### src/rtl/md_pkg.sv
// Shared definitions for the multiply/divide issue controller:
// op codes, default latencies, FSM encoding and op-class helpers.
package md_pkg;

  localparam int MD_OPW        = 4;
  localparam int MD_MUL_CYCLES = 5;
  localparam int MD_DIV_CYCLES = 10;

  typedef logic [MD_OPW-1:0] md_op_t;

  localparam md_op_t MD_NONE  = 4'd0;
  localparam md_op_t MD_MULT  = 4'd1;
  localparam md_op_t MD_MULTU = 4'd2;
  localparam md_op_t MD_DIV   = 4'd3;
  localparam md_op_t MD_DIVU  = 4'd4;
  localparam md_op_t MD_MTHI  = 4'd5;
  localparam md_op_t MD_MTLO  = 4'd6;
  localparam md_op_t MD_MADD  = 4'd7;
  localparam md_op_t MD_MSUB  = 4'd8;
  localparam md_op_t MD_MFHI  = 4'd9;
  localparam md_op_t MD_MFLO  = 4'd10;

  typedef enum logic [1:0] {
    IDLE    = 2'd0,
    MUL_RUN = 2'd1,
    DIV_RUN = 2'd2
  } md_state_e;

  function automatic logic is_md_class(input md_op_t op);
    return (op >= MD_MULT) && (op <= MD_MFLO);
  endfunction

  function automatic logic is_md_issue(input md_op_t op);
    return (op >= MD_MULT) && (op <= MD_MSUB);
  endfunction

  function automatic logic is_mul(input md_op_t op);
    return (op == MD_MULT) || (op == MD_MULTU);
  endfunction

  function automatic logic is_div(input md_op_t op);
    return (op == MD_DIV) || (op == MD_DIVU);
  endfunction

endpackage

### src/rtl/md_lat_cnt.sv
// Loadable down-counter shadowing the mul/div unit latency.
// expire_o pulses while the count sits at 1.
module md_lat_cnt #(
  parameter int W = 4
) (
  input  logic         clk_i,
  input  logic         rst_ni,
  input  logic         load_i,
  input  logic [W-1:0] val_i,
  output logic         expire_o
);

  logic [W-1:0] cnt_q, cnt_d;

  always_comb begin
    cnt_d = cnt_q;
    if (load_i)
      cnt_d = val_i;
    else if (cnt_q != '0)
      cnt_d = cnt_q - W'(1);
  end

  always_ff @(posedge clk_i or negedge rst_ni) begin
    if (!rst_ni) cnt_q <= '0;
    else         cnt_q <= cnt_d;
  end

  assign expire_o = (cnt_q == W'(1));

endmodule

### src/rtl/md_issue_ctrl.sv
// EX-stage requester for the mul/div unit: one-cycle op issue,
// shadow latency tracking and HI/LO dependency stall.
module md_issue_ctrl
  import md_pkg::*;
#(
  parameter int MUL_CYCLES = MD_MUL_CYCLES,
  parameter int DIV_CYCLES = MD_DIV_CYCLES,
  parameter int OPW        = MD_OPW
) (
  input  logic            clk,
  input  logic            reset,
  input  logic            id_valid,
  input  logic [OPW-1:0]  id_op,
  input  logic [31:0]     id_rs,
  input  logic [31:0]     id_rt,
  input  logic            ex_flush,
  input  logic            md_busy,
  output logic [OPW-1:0]  md_op,
  output logic [31:0]     md_a,
  output logic [31:0]     md_b,
  output logic            stall,
  output logic            run
);

  localparam int CW = $clog2(DIV_CYCLES + 2);
  localparam logic [CW-1:0] MUL_LD = CW'(MUL_CYCLES + 1);
  localparam logic [CW-1:0] DIV_LD = CW'(DIV_CYCLES + 1);

  md_state_e      state_q, state_d;
  logic [OPW-1:0] op_q, op_d;
  logic [31:0]    a_q, a_d;
  logic [31:0]    b_q, b_d;
  logic           stall_c;
  logic           acc;
  logic           ld;
  logic [CW-1:0]  ld_val;
  logic           expire;

  md_lat_cnt #(
    .W (CW)
  ) u_cnt (
    .clk_i    (clk),
    .rst_ni   (reset),
    .load_i   (ld),
    .val_i    (ld_val),
    .expire_o (expire)
  );

  always_comb begin
    state_d = state_q;
    op_d    = '0;
    a_d     = a_q;
    b_d     = b_q;
    ld      = 1'b0;
    ld_val  = '0;
    // md_busy is only a backstop; the shadow FSM should cover it
    stall_c = id_valid & is_md_class(id_op)
            & ((state_q != IDLE) | (op_q != '0) | md_busy);
    acc     = id_valid & is_md_issue(id_op) & ~stall_c & ~ex_flush;
    if (acc) begin
      op_d = id_op;
      a_d  = id_rs;
      b_d  = id_rt;
      unique case (1'b1)
        is_mul(id_op): begin
          state_d = MUL_RUN;
          ld      = 1'b1;
          ld_val  = MUL_LD;
        end
        is_div(id_op): begin
          state_d = DIV_RUN;
          ld      = 1'b1;
          ld_val  = DIV_LD;
        end
        default: ;
      endcase
    end else if ((state_q != IDLE) && expire) begin
      state_d = IDLE;
    end
  end

  always_ff @(posedge clk or negedge reset) begin
    if (!reset) begin
      state_q <= IDLE;
      op_q    <= '0;
      a_q     <= '0;
      b_q     <= '0;
    end else begin
      state_q <= state_d;
      op_q    <= op_d;
      a_q     <= a_d;
      b_q     <= b_d;
    end
  end

  assign md_op = op_q;
  assign md_a  = a_q;
  assign md_b  = b_q;
  assign stall = stall_c;
  assign run   = (state_q != IDLE);

endmodule
### config.mk
export PLATFORM = sky130hd
export DESIGN_NAME = md_issue_ctrl
export DESIGN_NICKNAME = d
export VERILOG_FILES = /design/src/rtl/md_pkg.sv /design/src/rtl/md_lat_cnt.sv /design/src/rtl/md_issue_ctrl.sv
export SDC_FILE = /design/constraint.sdc
export NUM_CORES = 1
export LEC_CHECK = 0
export CORE_MARGIN = 2
export CORE_UTILIZATION = 38
export CTS_BUF_LIST = sky130_fd_sc_hd__clkbuf_4 sky130_fd_sc_hd__clkbuf_8 sky130_fd_sc_hd__clkbuf_16
export CTS_CLUSTER_DIAMETER = 50
export DETAILED_ROUTE_END_ITERATION = 10
export PLACE_DENSITY = 0.73
export SYNTH_ARGS = -nofsm -noshare
export SYNTH_HDL_FRONTEND = slang
export SYNTH_SLANG_ARGS = --single-unit
### constraint.sdc
create_clock -name clk -period 2.4 [get_ports clk]
set_input_delay 0.48 -clock clk [delete_from_list [all_inputs] [get_ports clk]]
set_output_delay 0.48 -clock clk [all_outputs]
set_load 0.01 [all_outputs]
* Word level (Yosys, flattened, before mapping)
Cells that the tools add are included.
** Storage, ports and cells
- Register bits :: 74
- Latch bits :: 0
- RAM bits :: 0
- ROM bits :: 0
- Output and inout port bits :: 70
- Logic and storage cells :: 46
- Memories kept :: 0
** Operators by class
- Add/subtract/negate cells :: 1
- $mul :: 0
- Div/mod/pow operators :: 0
- Magnitude comparators :: 3
- Equal/unequal tests :: 6
- Shifts and indexed selects :: 0
- Muxes and demuxes :: 10
- Bitwise logic cells :: 9
- Reductions and logical operators :: 12
** Operators with widths (number)
- 2-to-1 mux 4 bit :: 4
- equality test 4 x 1 -> 1 bit (second input constant) :: 2
- equality test 4 x 2 -> 1 bit (second input constant) :: 2
- <= comparator 4 bit (second input constant) :: 2
- one-hot mux 4 bit (2 select lines) :: 1
- nonzero test 4 bit :: 2
- nonzero test 2 bit :: 3
- bitwise AND 1 bit :: 5
- equality test 4 x 3 -> 1 bit (second input constant) :: 1
- greater-or-equal comparator 4 x 1 -> 1 bit (second input constant) :: 1
- 2-to-1 mux 2 bit :: 2
- one-hot mux 2 bit (2 select lines) :: 1
- subtractor 4 x 1 -> 4 bit (second input constant) :: 1
- logical AND 1 bit :: 3
- inequality test 3 x 1 -> 1 bit (second input constant) :: 1
- logical OR 1 bit :: 2
- 2-to-1 mux 1 bit :: 2
- inverter 1 bit :: 2
- bitwise OR 1 bit :: 2
- AND reduction 2 bit :: 1
- OR reduction 2 bit :: 1

* Depth between registers and ports, before layout
- Depth in word-level cells :: 9
- Gate-level depth with buffers :: 6
- Gate-level depth less buffers :: 6

* By module
Synthesis repeated with hierarchy kept, for this count alone.
** Second synthesis, totals
- Cells, all modules :: 196
- Area, all modules :: 3009.1 µm²
** Modules (own cells, without submodules)
- md_issue_ctrl :: times used 1, cells each 172, area an instance 2743.9 µm², sequential area each 1751.7 µm²
- md_lat_cnt :: times used 1, cells each 24, area an instance 265.3 µm², sequential area each 100.1 µm²

* Worst setup path before layout
No wires, ideal clock.
- Path type :: flip-flop to flip-flop
- Start :: register state_q[1]
- End :: register a_q[0], in the netlist md_a[0]
- Arrival :: 1806 ps
- Setup slack :: 469 ps
- Stages on the path, launching flop included :: 7
- Path buffers :: 2
- Period minus slack after synthesis :: 1931 ps
- Path through :: dfrtp_1 -> or4_4 -> nor2_4 -> and3_4 -> buf_12 -> buf_12 -> mux2_4
** On the way
- Cells in the longest elaborated chain, start to end :: 7
** Ends and longest elaborated chain
- from (decl) :: RTL line md_issue_ctrl.sv:29 : md_state_e state_q, state_d;
- from (signal assigned) :: RTL line md_issue_ctrl.sv:89 : state_q <= state_d;
- nonzero test 2 bit :: RTL line md_issue_ctrl.sv:58 : & ((state_q != IDLE) | (op_q != '0) | md_busy);
- bitwise OR 1 bit (2 in a row) :: RTL line md_issue_ctrl.sv:58
- bitwise AND 1 bit :: RTL line md_issue_ctrl.sv:58
- inverter 1 bit :: RTL line md_issue_ctrl.sv:59 : acc = id_valid & is_md_issue(id_op) & ~stall_c & ~ex_flush;
- bitwise AND 1 bit (2 in a row) :: RTL line md_issue_ctrl.sv:59
- to (signal assigned) :: RTL line md_issue_ctrl.sv:86 : a_q <= '0;
- to (signal assigned) :: RTL line md_issue_ctrl.sv:91 : a_q <= a_d;
- to (decl) :: RTL line md_issue_ctrl.sv:31 : logic [31:0] a_q, a_d;
Every way passes these cells.
A chain may end at the register's enable or synchronous reset.

* Final worst setup path
- Start :: input port md_busy
- End :: output port stall
** On the way
- Cells in the longest elaborated chain, start to end :: 2
** Ends and longest elaborated chain
- from (decl) :: RTL line md_issue_ctrl.sv:17 : input logic md_busy,
- bitwise OR 1 bit :: RTL line md_issue_ctrl.sv:58
- bitwise AND 1 bit :: RTL line md_issue_ctrl.sv:58
- to (decl) :: RTL line md_issue_ctrl.sv:21 : output logic stall,
Every way passes these cells.

==> impl_metrics.json <==
{
  "antenna_found_initial": 0,
  "met2_usage": 0.240,
  "route.detailed.drc": 0,
  "gp_congestion": 0.737,
  "gr-total-overflow": 0,
  "grt_pass1_vias": 2284,
  "io_buffers": 142,
  "wl_per_cell_um": 15.5,
  "power_frac_clock": 0.192,
  "crit_buf_inv": 2,
  "antenna_cells": 0,
  "status": "completed",
  "clk_pin_slew_ns": 0.08,
  "ys_warn_count": 0,
  "fp-row-count": 34,
  "cts_root_buf": "clkbuf_8",
  "grt_setup_unrepaired": "false",
  "grt_use_total": 0.157,
  "die_area_um2": 9530,
  "die_x_um": 97.6,
  "clock.fmax_ghz": 0.442,
  "syn_inst": 202,
  "pwr-share-comb": 0.453,
  "worstRegToRegCells": 5,
  "syn_area_um2": 3330,
  "hold_path_class": "primary input to asynchronous set/reset pin",
  "cts.sinks": 74,
  "synth_top_area_frac": 0.556,
  "place_ws_ns": -0.0746,
  "utilization": 0.595,
  "crit_path_top_delay_cell": "or4_4",
  "postCtsSetupBuffers": 0,
  "maxCapViolCount": 0,
  "rrSetupSlack_ns": 0.33,
  "crit_fanout": 4,
  "slew_headroom": 0.659,
  "worstPathRequired_ns": 1.92,
  "r2r_end": "md_a[22]",
  "reg2reg_from": "state_q[1]",
  "cts_tree": "done",
  "synth_nets": 278,
  "synth_area_leaders": "dfrtp_1 56%, mux2_4 27%, buf_12 4.2%",
  "cts_buffers": 9,
  "use_met1": 0.218,
  "grt.busiest_layer": "met2",
  "cts_hold_buf": 0,
  "dr_total_vias": 2151,
  "hold_ws_ns": 0.114,
  "fin_ws_ns": 0.135,
  "fin_nets": 437,
  "start_util": 0.387,
  "clk_latency_ns": 0.33,
  "crit_arrival_ns": 1.78,
  "crit_end": "stall",
  "crit_family": "buffers and inverters",
  "worstMarginPinSlew_ns": 0.512,
  "fin_skew_ns": 0.00961,
  "p_switching_w": 0.00169,
  "post-route-min-period_ns": 2.26,
  "grt_util_met3": 0.0468,
  "finalCritPeriodShare": 0.944,
  "clk_path_buf_depth": 2,
  "p_seq_frac": 0.355,
  "cts_max_level": 3,
  "postRouteAntennaNets": 0,
  "placed_cells": 458,
  "ys_ff_latch": 74,
  "finalWirelength_um": 7340,
  "multi_input_area_um2": 1330,
  "path_cells": "clkdlybuf4s50_1 > or4_4 > nor2_4 > nor3b_1 > dlygate4sd2_1",
  "switching_share": 0.275,
  "drt_iter0_drc": 35,
  "hold_violations": 0,
  "die_y_um": 97.6,
  "io-pin-count": 143,
  "peakVddDrop_mv": 0.545,
  "tns_ns": 0,
  "setup_viol": 0,
  "p_leak_nw": 2.24,
  "firstDrtPassIters": 4,
  "crit_cells": 5,
  "synthDistinctLibCells": 33,
  "core-area_um2": 8590,
  "startpoint_type": "primary input",
  "dp_hpwl_um": 5340,
  "grt_pass1_wl_um": 11900,
  "criticalPathCategory": "primary input to output port",
  "synth_top_cell_by_area": "dfrtp_1",
  "cts.repair.resized": 1,
  "drive_gt1_frac": 0.274,
  "critPathLaunch": "md_busy",
  "seqCellArea_um2": 1850,
  "grt_max_degree": 42,
  "end_kind": "output port",
  "power_density_nw_per_um2": 1200,
  "area_delta_synth_final_pct": 53.6,
  "slowest_delay_ns": 0.44,
  "seq_area_frac_synth": 0.556,
  "synth.avg_cell_area_um2": 16.5,
  "vias_per_cell": 4.55,
  "fin_cells": 473,
  "drv_slew": 0,
  "fill_cells": 678,
  "internal_power_w": 0.00444
}
## layout by cell type, fill, tap and decap left out
cell and n:
clkdlybuf4s50_1 140, dfrtp_1 74, mux2_4 60, buf_4 13, clkbuf_8 10, nand2_1 6
nor2_1 5, xnor2_1 5, and2_1 4, mux2_1 4, a21oi_1 3, o21ai_0 3
ha_1 3, bufinv_16 3, inv_1 2, or2_2 2, or4_4 2, nor3b_1 2
nor2b_1 2, nor4_1 2, buf_12 2, nor3_2 1, or3_1 1, nor2_4 1
and3_1 1, and3_4 1, or3b_2 1, nand2b_1 1, nand3b_1 1, a211oi_2 1
o21bai_1 1, a21boi_0 1, nor3_1 1, mux2_2 1, o221ai_1 1, o31ai_1 1
inv_6 1, clkbuf_4 1, dlygate4sd2_1 1
## power groups by stage
stage	Clock [W]	Sequential [W]	Combinational, W
after global placement	0	0.00217	0.00276
final	0.00118	0.00218	0.00278
after detailed placement	0	0.00220	0.00280
after floorplan	0	0.00242	0.00109
after global routing	0.00126	0.00226	0.00295
after CTS	0.00121	0.00218	0.00282
## kinds of logic (layout without fill, tap and decap cells)
logic type | count (synthesis) | count (layout) | share of synthesized area
DFF | 74 | 74 | 0.556
muxes | 65 | 65 | 0.287
and+or+nand+nor | 34 | 34 | 0.0643
AOI/OAI and AO/OA | 11 | 11 | 0.0222
buffers and inverters | 10 | 173 | 0.0455
xor gates and xnor gates | 5 | 5 | 0.0132
adders and majority gates | 3 | 3 | 0.0113
## metrics by stage
stage / total power, W / area (µm²)
after detailed placement: 0.00499 / 4870
after floorplan: 0.00351 / 3330
after CTS: 0.00621 / 5110
after global placement: 0.00494 / 4870
final: 0.00613 / 5110
after global routing: 0.00647 / 5110
## worst reg2reg max path, delay by kind of cell (launching register included)
kind | cells | cell delay (ns)
buffers and inverters | 1 | 0.24
and+or+nand+nor | 3 | 0.94
DFF | 1 | 0.41
muxes | 1 | 0.37
## cells in the mapped netlist
cell type	number
buf_12	7
nand3b_1	1
mux2_1	4
nand2b_1	1
mux2_4	60
o221ai_1	1
or2_2	2
nor3b_1	2
mux2_2	1
or3b_2	1
nand2_1	6
o31ai_1	1
a211oi_2	1
o21bai_1	1
a21oi_1	3
xnor2_1	5
inv_1	2
clkbuf_1	1
nor3_2	1
or4_4	2
or3_1	1
dfrtp_1	74
nor4_1	2
nor3_1	1
nor2b_1	2
a21boi_0	1
and3_1	1
o21ai_0	3
nor2_1	5
nor2_4	1
ha_1	3
and3_4	1
and2_1	4
## flip-flops by register name, summed over array words and instances (netlist names)
| name | cells |
|---|---|
| state_q | 2 |
| md_a | 32 |
| md_op | 4 |
| u_cnt.cnt_q | 4 |
| md_b | 32 |
## layer usage
metal  vias to the layer above  part of all wire
met5                         -                 0
met4                         0            0.0074
met3                         6             0.066
met2                        86              0.46
met1                      1040              0.46
li1                       1019                 -
## final cells by class
class,instances,area share
Tap cell,108,0.0264
Sequential cell,74,0.362
Clock inverter,4,0.0193
Inverter,2,0.00147
Timing Repair Buffer,156,0.303
Clock buffer,11,0.0284
Multi-Input combinational cell,118,0.259
## worst min path at each step
stage               end  cells after the start      from  slack (ns)
6_report       md_b[26]                      1     reset        0.11
5_1_grt        md_b[26]                      1     reset        0.15
4_1_cts        md_b[24]                      1     reset        0.12
3_5_place_dp   md_a[24]                      1  md_a[24]        0.48
3_3_place_gp   md_a[22]                      1  md_a[22]        0.47
2_1_floorplan   md_a[0]                      0     reset        0.18
Power figures use the tool's default switching activity.
